File: config.mk
export PLATFORM = sky130hd
export DESIGN_NAME = adc_spi_responder
export DESIGN_NICKNAME = d
export VERILOG_FILES = /design/src/rtl/adc_spi_responder_pkg.sv /design/src/rtl/adc_spi_responder_spi_in_sync.sv /design/src/rtl/adc_spi_responder.sv
export SDC_FILE = /design/constraint.sdc
export NUM_CORES = 1
export LEC_CHECK = 0
export CAP_MARGIN = 20
export CORE_MARGIN = 10
export CORE_UTILIZATION = 28
export DETAILED_ROUTE_END_ITERATION = 10
export GPL_ROUTABILITY_DRIVEN = 0
export PLACE_DENSITY = 0.51
export SLEW_MARGIN = 5
export SYNTH_ARGS = -nofsm -noshare
export SYNTH_HDL_FRONTEND = slang
export SYNTH_SLANG_ARGS = --single-unit
File: constraint.sdc
create_clock -name clk -period 5.4 [get_ports clk]
set_input_delay 0.81 -clock clk [delete_from_list [all_inputs] [get_ports clk]]
set_output_delay 0.81 -clock clk [all_outputs]
set_load 0.05 [all_outputs]
File: src/rtl/adc_spi_responder_pkg.sv
// Shared ADC frame constants and FSM state encoding for the serial ADC responder.
// Reused by the ADC initiator and its assertions so both sides agree on frame layout.
package adc_spi_responder_pkg;

    localparam int unsigned DATA_W      = 12;  // sample width shifted out on DOUT
    localparam int unsigned FRAME_BITS  = 16;  // SCLK cycles per conversion frame
    localparam int unsigned LEAD_ZEROS  = 4;   // zero bits ahead of the sample MSB
    localparam int unsigned ADDR_W      = 3;   // channel address width
    localparam int unsigned ADDR_POS    = 2;   // rising-edge index of address MSB on DIN
    localparam int unsigned SYNC_STAGES = 2;   // synchronizer depth for the SPI inputs

    // Rising-edge counter saturates at FRAME_BITS, so it needs one value beyond the last index.
    localparam int unsigned CNT_W = $clog2(FRAME_BITS + 1);

    // Test-pattern sample is {channel, per-channel frame counter}.
    localparam int unsigned PAT_W = DATA_W - ADDR_W;

    typedef enum logic [1:0] {
        StIdle,
        StLoad,
        StShift
    } state_t;

endpackage

File: src/rtl/adc_spi_responder_spi_in_sync.sv
// Synchronizes the asynchronous SPI inputs into the clk domain and detects edges.
// Ports:
//   clk, rst          system clock, asynchronous active-low reset
//   sclk_raw          serial clock from initiator
//   cs_n_raw          chip select from initiator (active low)
//   din_raw           serial control/address data from initiator
//   din_s             synchronized DIN, aligned with the SCLK edge pulses
//   sclk_rise/fall    one-cycle pulses on synchronized SCLK edges
//   cs_fall/cs_rise   one-cycle pulses on synchronized CS_N edges
module adc_spi_responder_spi_in_sync
    import adc_spi_responder_pkg::*;
#(
    parameter int unsigned STAGES = SYNC_STAGES
) (
    input  logic clk,
    input  logic rst,
    input  logic sclk_raw,
    input  logic cs_n_raw,
    input  logic din_raw,
    output logic din_s,
    output logic sclk_rise,
    output logic sclk_fall,
    output logic cs_fall,
    output logic cs_rise
);

    logic [STAGES-1:0] sclk_sync_q;
    logic [STAGES-1:0] cs_sync_q;
    logic [STAGES-1:0] din_sync_q;
    logic              sclk_prev_q;
    logic              cs_prev_q;

    // CS_N resets to its inactive level so reset release never looks like a frame start.
    always_ff @(posedge clk or negedge rst) begin
        if (!rst) begin
            sclk_sync_q <= '0;
            cs_sync_q   <= '1;
            din_sync_q  <= '0;
            sclk_prev_q <= 1'b0;
            cs_prev_q   <= 1'b1;
        end else begin
            sclk_sync_q <= {sclk_sync_q[STAGES-2:0], sclk_raw};
            cs_sync_q   <= {cs_sync_q[STAGES-2:0], cs_n_raw};
            din_sync_q  <= {din_sync_q[STAGES-2:0], din_raw};
            sclk_prev_q <= sclk_sync_q[STAGES-1];
            cs_prev_q   <= cs_sync_q[STAGES-1];
        end
    end

    always_comb begin
        din_s     = din_sync_q[STAGES-1];
        sclk_rise = sclk_sync_q[STAGES-1] & ~sclk_prev_q;
        sclk_fall = ~sclk_sync_q[STAGES-1] & sclk_prev_q;
        cs_fall   = ~cs_sync_q[STAGES-1] & cs_prev_q;
        cs_rise   = cs_sync_q[STAGES-1] & ~cs_prev_q;
    end

endmodule

File: src/rtl/adc_spi_responder.sv
// Slave-side model of the 8-channel 12-bit serial ADC. Decodes the channel address from DIN,
// requests a sample for the selected channel and shifts it out MSB-first after leading zeros.
// Optional feature macro ADC_RESP_TESTPAT_EN: ignore sample_data/sample_vld and load
// {sample_ch, per-channel frame counter} each frame instead; underrun never fires.
// Ports:
//   clk, rst                      system clock, asynchronous active-low reset
//   adc_sclk, adc_cs_n, adc_din   SPI inputs from the initiator
//   adc_dout                      serial sample data, updated after SCLK fall
//   sample_req, sample_ch         one-cycle sample request and the channel converted
//   sample_data, sample_vld       sample from the stimulus source
//   ch_addr                       committed channel address for the next frame
//   frame_done, underrun          one-cycle status pulses
module adc_spi_responder
    import adc_spi_responder_pkg::*;
(
    input  logic              clk,
    input  logic              rst,
    input  logic              adc_sclk,
    input  logic              adc_cs_n,
    input  logic              adc_din,
    output logic              adc_dout,
    output logic              sample_req,
    output logic [ADDR_W-1:0] sample_ch,
    input  logic [DATA_W-1:0] sample_data,
    input  logic              sample_vld,
    output logic [ADDR_W-1:0] ch_addr,
    output logic              frame_done,
    output logic              underrun
);

    localparam logic [CNT_W-1:0] CntFull   = CNT_W'(FRAME_BITS);
    localparam logic [CNT_W-1:0] CntLead   = CNT_W'(LEAD_ZEROS);
    localparam logic [CNT_W-1:0] CntAddrLo = CNT_W'(ADDR_POS);
    localparam logic [CNT_W-1:0] CntAddrHi = CNT_W'(ADDR_POS + ADDR_W - 1);

    logic din_s, sclk_rise, sclk_fall, cs_fall, cs_rise;

    adc_spi_responder_spi_in_sync #(
        .STAGES (SYNC_STAGES)
    ) u_sync (
        .clk       (clk),
        .rst       (rst),
        .sclk_raw  (adc_sclk),
        .cs_n_raw  (adc_cs_n),
        .din_raw   (adc_din),
        .din_s     (din_s),
        .sclk_rise (sclk_rise),
        .sclk_fall (sclk_fall),
        .cs_fall   (cs_fall),
        .cs_rise   (cs_rise)
    );

    state_t              state_q, state_d;
    logic [CNT_W-1:0]    bit_cnt_q;
    logic                req_pend_q;
    logic [DATA_W-1:0]   shreg_q;
    logic [DATA_W-1:0]   shreg_src;
    logic [ADDR_W-1:0]   shadow_q;
    logic [ADDR_W-1:0]   sample_ch_q;
    logic [ADDR_W-1:0]   ch_addr_q;
    logic                dout_q;
    logic                sample_req_q;
    logic                frame_done_q;
    logic                underrun_q;
    logic                frame_end;

    always_ff @(posedge clk or negedge rst) begin
        if (!rst) begin
            state_q <= StIdle;
        end else begin
            state_q <= state_d;
        end
    end

    always_comb begin
        state_d   = state_q;
        frame_end = 1'b0;
        unique case (state_q)
            StIdle:  if (cs_fall) state_d = StLoad;
            // A CS_N pulse shorter than the sync window can rise while still in LOAD.
            StLoad:  state_d = cs_rise ? StIdle : StShift;
            StShift: begin
                if (cs_rise) begin
                    state_d   = StIdle;
                    frame_end = (bit_cnt_q == CntFull);
                end
            end
            default: state_d = StIdle;
        endcase
    end

`ifdef ADC_RESP_TESTPAT_EN
    logic [PAT_W-1:0] pat_cnt_q [2**ADDR_W];

    always_ff @(posedge clk or negedge rst) begin
        if (!rst) begin
            for (int i = 0; i < 2**ADDR_W; i++) pat_cnt_q[i] <= '0;
        end else if (frame_end) begin
            pat_cnt_q[sample_ch_q] <= pat_cnt_q[sample_ch_q] + 1'b1;
        end
    end

    assign shreg_src = shreg_q;
`else
    // Sample arriving this cycle is usable immediately, including at the deadline edge.
    assign shreg_src = (req_pend_q && sample_vld) ? sample_data : shreg_q;
`endif

    always_ff @(posedge clk or negedge rst) begin
        if (!rst) begin
            bit_cnt_q    <= '0;
            req_pend_q   <= 1'b0;
            shreg_q      <= '0;
            shadow_q     <= '0;
            sample_ch_q  <= '0;
            ch_addr_q    <= '0;
            dout_q       <= 1'b0;
            sample_req_q <= 1'b0;
            frame_done_q <= 1'b0;
            underrun_q   <= 1'b0;
        end else begin
            sample_req_q <= (state_q == StLoad) && !cs_rise;
            frame_done_q <= frame_end;
            underrun_q   <= 1'b0;
            unique case (state_q)
                StIdle: begin
                    dout_q     <= 1'b0;
                    req_pend_q <= 1'b0;
                end
                StLoad: begin
                    sample_ch_q <= ch_addr_q;
                    bit_cnt_q   <= '0;
                    shadow_q    <= '0;
                    dout_q      <= 1'b0;
`ifdef ADC_RESP_TESTPAT_EN
                    shreg_q     <= {ch_addr_q, pat_cnt_q[ch_addr_q]};
                    req_pend_q  <= 1'b0;
`else
                    shreg_q     <= '0;
                    req_pend_q  <= !cs_rise;
`endif
                end
                StShift: begin
                    if (cs_rise) begin
                        dout_q     <= 1'b0;
                        req_pend_q <= 1'b0;
                        if (frame_end) ch_addr_q <= shadow_q;
                    end else begin
                        if (req_pend_q && sample_vld) begin
                            shreg_q    <= shreg_src;
                            req_pend_q <= 1'b0;
                        end
                        if (sclk_rise) begin
                            if (bit_cnt_q < CntFull) bit_cnt_q <= bit_cnt_q + 1'b1;
                            if (bit_cnt_q >= CntAddrLo && bit_cnt_q <= CntAddrHi) begin
                                shadow_q <= {shadow_q[ADDR_W-2:0], din_s};
                            end
                        end
                        // On a fall, bit_cnt_q equals the index of the bit now presented.
                        if (sclk_fall && bit_cnt_q != '0) begin
                            if (bit_cnt_q < CntLead || bit_cnt_q >= CntFull) begin
                                dout_q <= 1'b0;
                            end else
`ifndef ADC_RESP_TESTPAT_EN
                            if (bit_cnt_q == CntLead && req_pend_q && !sample_vld) begin
                                underrun_q <= 1'b1;
                                req_pend_q <= 1'b0;
                                shreg_q    <= '0;
                                dout_q     <= 1'b0;
                            end else
`endif
                            begin
                                dout_q  <= shreg_src[DATA_W-1];
                                shreg_q <= {shreg_src[DATA_W-2:0], 1'b0};
                            end
                        end
                    end
                end
                default: dout_q <= 1'b0;
            endcase
        end
    end

    assign adc_dout   = dout_q;
    assign sample_req = sample_req_q;
    assign sample_ch  = sample_ch_q;
    assign ch_addr    = ch_addr_q;
    assign frame_done = frame_done_q;
    assign underrun   = underrun_q;

endmodule

==> metrics <==
CP max FO 17; power density cells 344 mW/mm²; Async SR Flop Fraction 100%; share of cells above drive strength 1 11.5%; io pins 28; Slew headroom 39.1%; initial core utilization approximately 29%; root buffer selected by CTS clkbuf_8; Commonest cells post-synth dfrtp_1, nand2_1, mux2i_1; Final Max Tran Viols 0; WP data arrival 2.69 ns; top cells by area, synth dfrtp_1, mux2i_1, a221o_1, ha_1, dfstp_2; detailed placement HPWL 3.20 mm; post-synthesis sequential area ratio between 50% and 60%; vias per inst 4.70; Mapped Area 0.00200 mm²; max-cap violations 0; PostCTS Resize Cnt 0; Final setup violation count 0; Post-synth EDFFs 0; Critical Path Source Type flop; Netlist cell types between 40 and 50; Filler cells 692; CP Class reg2reg; Pwr Total roughly 850 µW; fin nets 232; top_reg_cell synth dfrtp_1; most frequent cell after synthesis dfrtp_1; # port buffers 27; crit end category flop; Reg2Reg Setup Slack 2.95 ns; CP Data Required Time 5.64 ns; first-pass GRT wire length 7.84 mm; outcome finished clean; drt drc 0; Worst Tran Pin Value 0.913 ns; n_diodes 0; final wirelength 4.53 mm; Die Span Y 105 µm; vias in the first global route between 1500 and 2000; syn_area_per_cell 11.1 µm²; FMAX 408 MHz; CTS tree yes; htree depth 2; die area 0.0109 mm²; # rows 30; Mapped Cells between 150 and 200; initial antenna violation count 0; total number of vias 1429; Post-Syn Nets 205; Yosys Warn Count 0; Finished Layout Cells 304; Syn-to-layout area delta 23.4%; pin count of the biggest net entering global routing 42; total track usage 8.68%; hold crit path type reg2reg; maximum VDD drop 0.125 mV; Overflow after GRT 0; Clock Tree Buf Depth 2; Setup Skew 0.00678 ns; die width 105 µm; final hold violation count 0; Sink Count 41; routed len/inst 14.9 µm; unrepaired setup endpoints after global routing no; register area about 0.001 mm²; Final Critical Period 2.45 ns; setup TNS 0 ns; final period utilization a little under half; Leakage 0.000994 µW; post-synthesis register bit count 41; area leader, netlist dfrtp_1; drt initial violations 63; First-pass DRT Iterations 4; Setup Buffers After CTS 0; ANT nets after route 0; CTS Buf Count 5; hold_buf cts 0; post-synth top area share 47.4%; core footprint 0.00687 mm²; multi-input combinational cell area around 910 µm²; dpl cells 296; Clk Latency, worst-skew pair 0.30 ns; Clock transition at path regs 0.08 ns
## layer usage
layer	part of all wire [%]	up-vias	global-route usage, %	wire length, µm
met5	0	-	0	0
met4	0.77	0	2.65	35
met3	3.9	4	2.33	175
met2	44	31	12.4	1980
met1	52	683	12.3	2340
li1	-	711	-	-
## state kept, by name, summed over array words and instances, names as in the netlist
register            cells
sample_req              1
bit_cnt_q               5
shreg_q                12
ch_addr                 3
adc_dout                1
u_sync.cs_sync_q        2
u_sync.din_sync_q       2
req_pend_q              1
u_sync.cs_prev_q        1
sample_ch               3
shadow_q                3
frame_done              1
u_sync.sclk_sync_q      2
underrun                1
u_sync.sclk_prev_q      1
state_q                 2
## path summary, 6_finish.rpt
kind	from	endpoint	cells past startpoint
setup / recovery	state_q[0]	shreg_q[10]	5
hold / removal	u_sync.sclk_sync_q[0]	u_sync.sclk_sync_q[1]	0
setup reg to reg	state_q[0]	shreg_q[10]	5
hold reg to reg	u_sync.sclk_sync_q[0]	u_sync.sclk_sync_q[1]	0
max in group asynchronous	rst	u_sync.sclk_prev_q	1
min in group asynchronous	rst	shreg_q[2]	1
## cell families after synthesis
| family | Yosys count | synth area share, % |
|---|---|---|
| and+or+nand+nor | 64 | 17.9 |
| DFF | 41 | 51.4 |
| AOI/OAI and AO/OA | 30 | 12.1 |
| muxes | 19 | 9.93 |
| buffers and inverters | 17 | 3.43 |
| adders and majority gates | 7 | 4.37 |
| xor gates and xnor gates | 2 | 0.874 |
## power breakdown
part | switching (µW) | internal (µW) | total [µW]
clock | 112 | 138 | 250
sequential | 25.7 | 333 | 358
combinational | 156 | 87.5 | 243
total | 293 | 559 | 852
## worst max-delay path, cell delays in order (launching register included)
cell	delay, ns
dfrtp_1	0.41
inv_1	0.10
ha_1	0.35
nand3_1	0.55
o311ai_2	0.73
a221o_1	0.25
## layout by cell type (no fill, tap or decap), types with 3 or more instances in the layout
master and count:
nand4_1 3, o21ai_0 6, nand2b_1 4, mux2_2 7, nand3_1 4, nor4_1 8
ha_1 7, dfrtp_1 38, nand2_1 13, mux2i_1 12, nor2_1 11, nor2b_1 3
a221o_1 11, inv_1 10, dfstp_2 3, nor3_1 5, and2_1 3, clkdlybuf4s50_1 26
clkbuf_8 5, a21oi_1 3
## final cells by class
type	count	share of cell area, %
clock inverter	3	1.87
sequential	41	41.6
timing repair buffer	27	10.7
multi-input combinational	122	36.6
inverter	10	1.52
clock buffer	5	2.78
tap	96	4.86
## stage by stage
step	area [µm²]	util (%)	setup WS, ns	hold slack [ns]
after global routing	2470	36.0	2.70	0.367
final	2470	36.0	2.95	0.354
after global placement	2360	34.3	2.64	0.335
after floorplan	2000	-	3.40	0.331
after detailed placement	2360	34.3	2.64	0.339
after CTS	2470	36.0	2.93	0.359
No activity file was read; power rests on OpenSTA's default activity.
